<file path="src/rtl/fifo_port_arbiter.sv">
// Shares the single port of a fall-through syncFIFO between NUM_REQ round-robin
// writers and one reader; reads and writes alternate when both are eligible.

module fifo_port_arbiter_lane #(
  parameter int DATA_WIDTH = 4
) (
  input  logic                  i_sel,
  input  logic [DATA_WIDTH-1:0] i_data,
  output logic                  o_grant,
  output logic [DATA_WIDTH-1:0] o_data
);
  assign o_grant = i_sel;
  assign o_data  = i_sel ? i_data : '0;
endmodule

module fifo_port_arbiter #(
  parameter int NUM_REQ    = 4,
  parameter int DATA_WIDTH = 4,
  parameter int SIZE       = 16
) (
  input  logic                          i_clk,
  input  logic                          i_rst,
  input  logic [NUM_REQ-1:0]            i_wr_valid,
  input  logic [NUM_REQ*DATA_WIDTH-1:0] i_wr_data,
  output logic [NUM_REQ-1:0]            o_wr_grant,
  input  logic                          i_rd_req,
  output logic                          o_rd_grant,
  output logic [DATA_WIDTH-1:0]         o_rd_data,
  output logic                          o_rd_valid,
  output logic                          o_fifo_en,
  output logic                          o_fifo_rw,
  output logic [$clog2(SIZE)-1:0]       o_fifo_addr,
  output logic [DATA_WIDTH-1:0]         o_fifo_in,
  input  logic [DATA_WIDTH-1:0]         i_fifo_out,
  input  logic                          i_fifo_empty,
  input  logic                          i_fifo_full,
  output logic [$clog2(SIZE):0]         o_count
);
  localparam int AW = $clog2(SIZE);
  localparam int CW = AW + 1;
  localparam int PW = $clog2(NUM_REQ);

  typedef enum logic {OP_RD = 1'b0, OP_WR = 1'b1} op_e;

  op_e                 r_last_op;
  logic [PW-1:0]       r_rr_ptr;
  logic [CW-1:0]       r_count;
  logic                r_rd_valid;
  logic [DATA_WIDTH-1:0] r_rd_data;

  logic                w_ok, r_ok, w_do_wr, w_do_rd;
  logic                w_found;
  logic [PW-1:0]       w_sel;
  logic [PW:0]         w_idx;
  logic [2*NUM_REQ-1:0] w_vv;
  logic [NUM_REQ-1:0]  w_lane_sel;
  logic [NUM_REQ-1:0][DATA_WIDTH-1:0] w_lane_data;
  logic [DATA_WIDTH-1:0] w_fifo_in;

  // Occupancy guards the FIFO flags so a flag glitch can never over/underflow.
  assign w_ok = (|i_wr_valid) && !i_fifo_full && (r_count != CW'(SIZE));
  assign r_ok = i_rd_req && !i_fifo_empty && (r_count != '0);

  assign w_do_wr = !i_rst && w_ok && (!r_ok || r_last_op == OP_RD);
  assign w_do_rd = !i_rst && r_ok && (!w_ok || r_last_op == OP_WR);

  // Round-robin scan over a doubled request vector avoids a modulo index.
  assign w_vv = {i_wr_valid, i_wr_valid};
  always_comb begin
    w_found = 1'b0;
    w_sel   = '0;
    w_idx   = '0;
    for (int k = 0; k < NUM_REQ; k++) begin
      w_idx = {1'b0, r_rr_ptr} + (PW+1)'(k);
      if (!w_found && w_vv[w_idx]) begin
        w_found = 1'b1;
        w_sel   = (w_idx >= (PW+1)'(NUM_REQ)) ? PW'(w_idx - (PW+1)'(NUM_REQ)) : PW'(w_idx);
      end
    end
  end

  genvar g;
  generate
    for (g = 0; g < NUM_REQ; g++) begin : g_lane
      assign w_lane_sel[g] = w_do_wr && (w_sel == PW'(g));
      fifo_port_arbiter_lane #(.DATA_WIDTH(DATA_WIDTH)) u_lane (
        .i_sel   (w_lane_sel[g]),
        .i_data  (i_wr_data[g*DATA_WIDTH +: DATA_WIDTH]),
        .o_grant (o_wr_grant[g]),
        .o_data  (w_lane_data[g])
      );
    end
  endgenerate

  always_comb begin
    w_fifo_in = '0;
    for (int k = 0; k < NUM_REQ; k++) w_fifo_in = w_fifo_in | w_lane_data[k];
  end

  always_ff @(posedge i_clk) begin
    if (i_rst) begin
      r_last_op  <= OP_RD;
      r_rr_ptr   <= '0;
      r_count    <= '0;
      r_rd_valid <= 1'b0;
      r_rd_data  <= '0;
    end else begin
      r_rd_valid <= w_do_rd;
      if (w_do_rd) r_rd_data <= i_fifo_out;
      if (w_do_wr) begin
        r_last_op <= OP_WR;
        r_rr_ptr  <= (w_sel == PW'(NUM_REQ-1)) ? '0 : w_sel + PW'(1);
        r_count   <= r_count + CW'(1);
      end else if (w_do_rd) begin
        r_last_op <= OP_RD;
        r_count   <= r_count - CW'(1);
      end
    end
  end

  always_ff @(posedge i_clk) begin
    if (!i_rst) begin
      assert (!(w_do_wr && r_count == CW'(SIZE)));
      assert (!(w_do_rd && r_count == '0));
      assert (!(w_do_wr && w_do_rd));
    end
  end

  assign o_fifo_en   = w_do_wr || w_do_rd;
  assign o_fifo_rw   = w_do_wr;
  assign o_fifo_addr = '0;
  assign o_fifo_in   = w_fifo_in;
  assign o_rd_grant  = w_do_rd;
  assign o_rd_data   = r_rd_data;
  // A reset arriving right after a pop drops the in-flight valid.
  assign o_rd_valid  = r_rd_valid && !i_rst;
  assign o_count     = r_count;

endmodule

</file>
<file path="config.mk">
export PLATFORM = sky130hd
export DESIGN_NAME = fifo_port_arbiter
export DESIGN_NICKNAME = d
export VERILOG_FILES = /design/src/rtl/fifo_port_arbiter.sv
export SDC_FILE = /design/constraint.sdc
export NUM_CORES = 1
export LEC_CHECK = 0
export CAP_MARGIN = 10
export CORE_UTILIZATION = 42
export DETAILED_ROUTE_END_ITERATION = 12
export MAX_ROUTING_LAYER = met4
export PLACE_DENSITY_LB_ADDON = 0.12
export SLEW_MARGIN = 10
export SYNTH_ARGS = -nofsm -noshare
export SYNTH_HDL_FRONTEND = slang
export SYNTH_SLANG_ARGS = --single-unit
</file>
<file path="constraint.sdc">
create_clock -name i_clk -period 4.82 [get_ports i_clk]
set_clock_uncertainty 0.05 [all_clocks]
set_input_delay 0.482 -clock i_clk [delete_from_list [all_inputs] [get_ports i_clk]]
set_output_delay 0.482 -clock i_clk [all_outputs]
set_load 0.02 [all_outputs]
</file>
==> impl_results.md <==
- CTS root buffer: clkbuf_4
- Fmax: 290 MHz
- Layout cells sized above 1: 9.04%
- Initial antenna violation count: 0
- Seq/Total Area, Yosys: 25.0%
- Final Total Pwr: 513 µW
- Share of the synthesized area in the top cell type: 25.0%
- Synth area leader: dfxtp_1
- CP required: 4.29 ns
- Fin crit period: 3.45 ns
- Hold Vio Cnt, Final: 0
- Synth warn: 0
- Maxcap violations: 0
- First-pass GRT wire length: 3850 µm
- Setup_tns: 0 ns
- Vias per inst: 5.15
- Worst Path Arrival: 2.92 ns
- Worst Hold Class: flop to flop
- Worst VDD drop: 226 µV
- Post_cts resized: 0
- Fillers: 202
- Final setup viols: 0
- CTS tree: yes
- CP bufs+invs: 3
- Fin util: 67.2%
- GRT overflow: 0
- Clk_lat worst skew: 0.28 ns
- Met3 wire length: 173 µm
- Run status: completed
- Synthesized area per cell: 8.69 µm²
- IO Count: 54
- Post-detailed-route count of antenna-violating nets: 0
- Remaining DRCs: 0
- Port Buffer Count: 49
- Crit-path leading delay family: buffers and inverters
- CP Class: primary input to primary output
- Leak pwr: 0.605 nW
- Metal2 WL: 1220 µm
- DR WL/cell: 13.2 µm
- Critical path startpoint: i_wr_valid[2]
- Clock transition at path regs: 0.08 ns
- Die Area: 2680 µm²
- Cell variety after synth: 41
- FP Rows: 17
- Post-Syn Area: 1040 µm²
- Tcrit/Tclk final: 71.6%
- DIE HEIGHT: 51.8 µm
- Top Metal Used: met4
- Post-synth EDFFs: 0
- Commonest cells in the netlist: dfxtp_1, nor2_1, inv_1, nand2_1
- Synth Flop Type: dfxtp_1
- DRT iter0 DRCs: 17
- Count leader, synth: dfxtp_1
- Initial Util: 45.8%
- Yosys reg bits: 13
- Longest Clk Path Bufs: 2
- Num CTS Buffers: 3
- Startpoint Class: primary input
- Largest net degree at the start of global routing: 10
- Post-Route WL: 2550 µm
- Hold_buf cts: 0
- Ant. Diodes: 0
- Drt first pass iters: 4
- Worst path cell trace: clkdlybuf4s50_1 -> inv_1 -> o221a_2 -> o22ai_1 -> ha_1 -> a22oi_1 -> a21oi_1 -> clkdlybuf4s50_1
- Clock sink count: 13
- Syn Inst Count: 120
- Core area: 2280 µm²
- Die width: 51.8 µm
- GPL Wtd Cong: 0.857
- Area delta synth->final: 46.8%
- CP peak stage delay: 0.63 ns
- Peak fanout along the critical path: 5
- Total Routing Usage GR: 19.9%
- Setup Buffers After CTS: 0
- Post-synth ARST share: 0%
- Hold path start: o_rd_data[1]$_SDFFE_PP0P_
- Final net count: 204
- Area contributors post-synth: dfxtp_1, ha_1, a22oi_1, buf_4, nor4_4
- Slowest-stage cell, CP: clkdlybuf4s50_1
- Slew Limit Fails: 0
- Vias: 1000
- R2R Path Start: o_count[0]$_SDFFE_PP0P_
- Post-DP HPWL: 2000 µm
- Crit end category: primary output
- Htree depth: 1
- Met1 Wirelength: 1130 µm
- Vias in the first global route: 914
- PwrDens: 335 nW/µm²
- Cell mode on critical path: clkdlybuf4s50_1
- RSZ-0062 raised after global routing: no
## where the power goes
part | total (mW) | internal, mW | switching (mW)
clock | 0.0708 | 0.0321 | 0.0387
sequential | 0.155 | 0.127 | 0.0276
combinational | 0.288 | 0.145 | 0.143
total | 0.513 | 0.304 | 0.209
## cell families (layout without fill, tap and decap cells)
| logic type | after synthesis | after routing | share of synthesized area, % |
|---|---|---|---|
| flip-flops | 13 | 13 | 25.0 |
| multiplexers | 3 | 3 | 2.88 |
| AND/OR/NAND/NOR | 37 | 37 | 22.6 |
| AO/OA/AOI/OAI | 34 | 34 | 25.2 |
| adder cells (fa/ha/maj) | 8 | 8 | 10.3 |
| other | 1 | 4 | 0.360 |
| buffers and inverters | 21 | 64 | 11.2 |
| XOR/XNOR | 3 | 3 | 2.52 |
## worst min-delay path: stages, from the launching register on
cell and delay (ns):
dfxtp_1 0.31, nand2_1 0.05, o21ai_0 0.06
## area by class of cell
class	count	area, µm²	area share (%)
clock buffer	4	26.3	1.72
multi-input combinational	89	677	44.2
timing repair buffer	49	490	32.1
sequential	13	260	17.0
tap	28	35.0	2.29
inverter	11	41.3	2.70
## placed cells by master, fill, tap and decap left out, types with 2 or more instances in the layout
cell type	count
o21ai_0	4
dfxtp_1	13
nor4_4	2
and2_1	4
nand3_2	2
inv_1	10
ha_1	7
nand2_1	9
xnor2_1	3
mux2i_1	3
nor2_1	11
conb_1	4
nor2b_1	3
a21oi_1	7
clkdlybuf4s50_1	49
a22oi_1	8
clkbuf_4	3
## layer usage
layer | GRT usage [%] | vias to the layer above
met5 | - | -
met3 | 3.22 | 4
met1 | 21.9 | 453
met4 | 8.11 | 0
li1 | - | 509
met2 | 35.5 | 34
## metrics by stage
| stage | hold WS, ns | setup WS [ns] | std cells | cell area [µm²] |
|---|---|---|---|---|
| final | 0.408 | 1.37 | 194 | 1530 |
| after global routing | 0.420 | 1.21 | 194 | 1530 |
| after CTS | 0.412 | 1.37 | 194 | 1530 |
| after detailed placement | 0.401 | 1.37 | 190 | 1500 |
| after global placement | 0.394 | 1.45 | 190 | 1500 |
| after floorplan | 0.442 | 2.23 | 123 | 1050 |
## worst paths after layout
path | end | depth (start not counted) | slack [ns]
hold / removal | o_rd_data[1]$_SDFFE_PP0P_ | 2 | 0.41
setup reg to reg | o_count[4]$_SDFFE_PP0P_ | 9 | 2.09
setup / recovery | o_fifo_in[3] | 8 | 1.37
hold reg to reg | o_rd_data[1]$_SDFFE_PP0P_ | 2 | 0.41
## registers in the layout, indices dropped and copies added, names as in the netlist
signal,flops
o_count,5
r_last_op,1
r_rd_valid,1
o_rd_data,4
r_rr_ptr,2
Note: power is estimated with default switching activity, not from simulation.
